[src/rtl/bpsk_demod_param.sv]
// Integrate-and-dump BPSK correlator: accumulates sample*reference over one symbol,
// then presents the decided bit (optionally differentially decoded) on a valid/ready output.
module bpsk_demod_param #(
  parameter int unsigned DATA_WIDTH         = 8,
  parameter int unsigned REF_WIDTH          = 8,
  parameter int unsigned SAMPLES_PER_SYMBOL = 16,
  parameter int unsigned ACC_WIDTH          = DATA_WIDTH + REF_WIDTH + $clog2(SAMPLES_PER_SYMBOL),
  parameter int unsigned ERASE_THRESH       = 0,
  parameter bit          DIFFERENTIAL       = 1'b0,
  localparam int unsigned PhW               = $clog2(SAMPLES_PER_SYMBOL)
) (
  input  logic                  clock,
  input  logic                  reset,
  input  logic [DATA_WIDTH-1:0] sample,
  input  logic                  sample_valid,
  input  logic [REF_WIDTH-1:0]  ref_amp,
  output logic [PhW-1:0]        phase,
  input  logic                  resync,
  output logic                  bit_out,
  output logic                  erasure,
  output logic                  out_valid,
  input  logic                  out_ready,
  output logic                  overrun
);

  localparam int unsigned ProdW = DATA_WIDTH + REF_WIDTH;
  localparam logic [ACC_WIDTH:0] ThreshW = (ACC_WIDTH + 1)'(ERASE_THRESH);
  localparam logic [PhW-1:0] LastPhase = PhW'(SAMPLES_PER_SYMBOL - 1);

  logic signed [ProdW-1:0]     prod;
  logic signed [ACC_WIDTH-1:0] prod_ext, total;
  logic signed [ACC_WIDTH-1:0] acc_q, acc_d;
  logic [ACC_WIDTH:0]          total_ext, mag;
  logic [PhW-1:0]              phase_q, phase_d;
  logic                        bit_q, bit_d, era_q, era_d, prev_q, prev_d;
  logic                        valid_q, valid_d, overrun_q, overrun_d;
  logic                        decision;

  assign prod     = $signed(sample) * $signed(ref_amp);
  assign prod_ext = {{(ACC_WIDTH - ProdW){prod[ProdW-1]}}, prod};
  assign total    = acc_q + prod_ext;
  assign decision = total[ACC_WIDTH-1];

  // Magnitude taken one bit wider so the most-negative sum cannot wrap.
  assign total_ext = {total[ACC_WIDTH-1], total};
  assign mag       = total_ext[ACC_WIDTH] ? (~total_ext + (ACC_WIDTH + 1)'(1)) : total_ext;

  always_comb begin
    phase_d   = phase_q;
    acc_d     = acc_q;
    bit_d     = bit_q;
    era_d     = era_q;
    prev_d    = prev_q;
    valid_d   = valid_q & ~out_ready;
    overrun_d = overrun_q;
    if (resync) begin
      phase_d = '0;
      acc_d   = '0;
    end else if (sample_valid) begin
      if (phase_q == LastPhase) begin
        phase_d = '0;
        acc_d   = '0;
        bit_d   = DIFFERENTIAL ? (decision ^ prev_q) : decision;
        prev_d  = decision;
        era_d   = (mag < ThreshW);
        valid_d = 1'b1;
        if (valid_q && !out_ready) overrun_d = 1'b1;
      end else begin
        phase_d = phase_q + PhW'(1);
        acc_d   = total;
      end
    end
  end

  always_ff @(posedge clock) begin
    if (reset) begin
      phase_q   <= '0;
      acc_q     <= '0;
      bit_q     <= 1'b0;
      era_q     <= 1'b0;
      prev_q    <= 1'b0;
      valid_q   <= 1'b0;
      overrun_q <= 1'b0;
    end else begin
      phase_q   <= phase_d;
      acc_q     <= acc_d;
      bit_q     <= bit_d;
      era_q     <= era_d;
      prev_q    <= prev_d;
      valid_q   <= valid_d;
      overrun_q <= overrun_d;
    end
  end

  assign phase     = phase_q;
  assign bit_out   = bit_q;
  assign erasure   = era_q;
  assign out_valid = valid_q;
  assign overrun   = overrun_q;

endmodule
[config.mk]
export PLATFORM = sky130hd
export DESIGN_NAME = bpsk_demod_param
export DESIGN_NICKNAME = d
export VERILOG_FILES = /design/src/rtl/bpsk_demod_param.sv
export SDC_FILE = /design/constraint.sdc
export NUM_CORES = 1
export LEC_CHECK = 0
export CORE_MARGIN = 1.5
export CORE_UTILIZATION = 65
export CTS_BUF_LIST = sky130_fd_sc_hd__clkbuf_8
export CTS_CLUSTER_SIZE = 16
export DETAILED_ROUTE_END_ITERATION = 10
export GPL_ROUTABILITY_DRIVEN = 0
export GPL_TIMING_DRIVEN = 0
export PLACE_DENSITY = 0.95
export SYNTH_ARGS = -nofsm -noshare
export SYNTH_HDL_FRONTEND = slang
export SYNTH_SLANG_ARGS = --single-unit
[constraint.sdc]
create_clock -name clock -period 16.53 [get_ports clock]
set_input_delay 1.653 -clock clock [delete_from_list [all_inputs] [get_ports clock]]
set_output_delay 1.653 -clock clock [all_outputs]
set_load 0.005 [all_outputs]
==> summary.md <==
| Metric | Value |
|---|---|
| Status | `finished, final reports clean` |
| Lkg Pwr | `0.002388 µW` |
| Router iterations before antenna repair | `5` |
| Initial drt markers | `~190` |
| Die Y | `86.08 µm` |
| Yosys top cell area share | `slightly below 40%` |
| Crit-path leading delay family | `adder cells` |
| Layout net count | `about 660` |
| CTS Sinks | `27` |
| Synth top area cells | `fa_1, ha_1, dfxtp_1` |
| Final worst-path cycle share | `45.20%` |
| Synth warn | `0` |
| Die W | `about 86 µm` |
| Achievable Freq | `~130 MHz` |
| Fraction of registers with async set/reset | `0%` |
| Final antenna-violating net count | `0` |
| Max clock buf depth | `2` |
| Final min period | `roughly 7500 ps` |
| VDD IR max | `~240 µV` |
| Root Buffer | `clkbuf_8` |
| Clk_lat worst skew | `280 ps` |
| Count of flip-flops with a built-in enable after synthesis | `0` |
| Worst Path Arrival | `7630 ps` |
| Total track usage | `between 20% and 30%` |
| Maxcap violations | `0` |
| Synth area leader | `fa_1` |
| DRT Wirelength | `9.591 mm` |
| Buffers & Inverters on Critical Path | `3` |
| Synthesized Nets | `between 600 and 700` |
| First-pass GRT wire length | `approximately 17 mm` |
| Hold Buf Count CTS | `0` |
| Total power | `944.9 µW` |
| Syn Inst Count | `about 470` |
| Htree depth | `1` |
| Netlist cell types | `41` |
| Crit. End Element | `register` |
| Setup TNS | `0 ps` |
| Most frequent cells in the layout | `inv_1, fa_1, ha_1, nand2_1, and2_1` |
| Crit path top cell by count | `fa_1` |
| Final core occ | `between 70% and 80%` |
| Slew headroom | `44.11%` |
| Fin. Hold Viols | `0` |
| Initial antenna violation count | `0` |
| DR vias | `~3400` |
| Most common cell after layout, fill and taps aside | `inv_1` |
| ANT cells | `0` |
| Synthesis-to-layout area growth | `8.840%` |
| I/O pin cnt | `29` |
| Crit-path max cell delay | `~740 ps` |
| Setup bufs post-CTS | `0` |
| Share of cells above drive strength 1 | `~2.8%` |
| Clock transition at path regs | `about 90 ps` |
| Seq cells post-synth | `27` |
| Final worst setup slack | `9059 ps` |
| Cell Area, Synth | `~0.0045 mm²` |
| Die Footprint | `0.007410 mm²` |
| Rows | `30` |
| # setup viols final | `0` |
| Vias per cell | `5.788` |
| Worst Hold Class | `reg2reg` |
| Cts repair resizes | `0` |
| Syn_area_per_cell | `about 9.5 µm²` |
| Core Area | `0.006719 mm²` |
| Starting Density | `about two thirds` |
| CTS buffer count | `3` |
| RSZ-0062 raised after global routing | `false` |
| I/O Buffers | `25` |
| Measured slew at the worst slew-check pin | `838.3 ps` |
| Clk_skew | `roughly 7.5 ps` |
| Setup Crit Path Kind | `in2reg` |
| Final HPWL DP | `about 8.1 mm` |
| Sequential area share after synthesis | `between 10% and 20%` |
| Setup WS pre-CTS | `slightly below 9000 ps` |
| Worst Setup Start Kind | `primary input` |
| Crit path required time | `between 15000 and 20000 ps` |
| Largest net degree at the start of global routing | `16` |
| Per-cell routed wire length | `~17 µm` |
| Top FF cell, synth | `dfxtp_1` |
| Grt total ovfl | `0` |
| Worst-path maximum fanout | `13` |
| Max-slew violations | `0` |
| Worst hold slack | `roughly 490 ps` |
| Vias in the first global route | `around 3700` |
| CTS tree | `built` |
| Pwr dens | `roughly 190 mW/mm²` |
| Drc violations | `0` |
| Crit-path slowest cell | `and2_1` |
| Critical-path cell list | `clkdlybuf4s50_1, and2_1, inv_1, fa_1, inv_1, fa_1, fa_1, fa_1, fa_1, ha_1, and3_1, a221oi_2, o211ai_2, a311oi_2, a21oi_1, xnor2_1, o21ai_1` |
## per-layer routing
metal / share of wire (%) / track usage [%]
met5: 0 / 0
met4: 2.4 / 7.478
met3: 3.9 / 2.887
met2: 54 / 54.90
met1: 39 / 35.27
## worst paths after layout
kind / slack, ps / start / cells past startpoint / end
setup / recovery: 9060 / ref_amp[0] / 17 / acc_q[17]
setup reg to reg: 11530 / acc_q[6] / 17 / acc_q[17]
hold / removal: 490 / acc_q[15] / 2 / acc_q[15]
hold reg to reg: 490 / acc_q[15] / 2 / acc_q[15]
## kinds of logic after synthesis
group	after synthesis	share of synthesized area [%]
buf+inv	100	8.449
fa+ha+maj	135	52.37
simple gates	122	12.83
xor+xnor	20	3.904
mux	1	0.2231
flops	27	12.05
other cells	1	0.08358
compound gates	66	10.09
## worst min-delay path: stages (launching register included)
cell     delay (ps)
dfxtp_1         340
nand2_1          60
o21ai_1          50
## cell usage after synthesis (3+ instances only)
library cell and instances:
a22oi_1 12, a21o_1 3, nand3_1 4, fa_1 88, nand2_1 39, a21oi_1 18, xnor2_1 16, o31ai_1 3
nor2_1 33, o21ai_1 4, ha_1 47, inv_1 91, clkbuf_1 6, and2_1 34, xor2_1 4, o21ai_0 10
dfxtp_1 27, nand2b_1 3
## sequential cells by signal (all words and copies together) (netlist names)
signal	cells
out_valid	1
phase	4
acc_q	20
overrun	1
bit_out	1
## report_power, final
group	internal [µW]	switching (µW)	leakage (µW)
combinational	358	467	0.00214
clock	16.9	21.6	0.0000255
sequential	74.2	7.40	0.000219
total	449	496	0.00239
## per-stage QoR
step	cell area [µm²]	cells
final	4883	581
after global routing	4883	581
after CTS	4883	581
after detailed placement	4837	577
after global placement	4837	577
after floorplan	4487	472
## area by class of cell
cell class | count | area (µm²)
Multi-Input combinational cell | 345 | 3567
Timing Repair Buffer | 25 | 250.2
Inverter | 92 | 345.3
Sequential cell | 27 | 540.5
Tap cell | 80 | 100.1
Fill cell | 472 | 1836
Clock buffer | 3 | 41.29
Buffer | 8 | 33.78
Clock inverter | 1 | 5.005
Note: power is estimated with default switching activity, not from simulation.
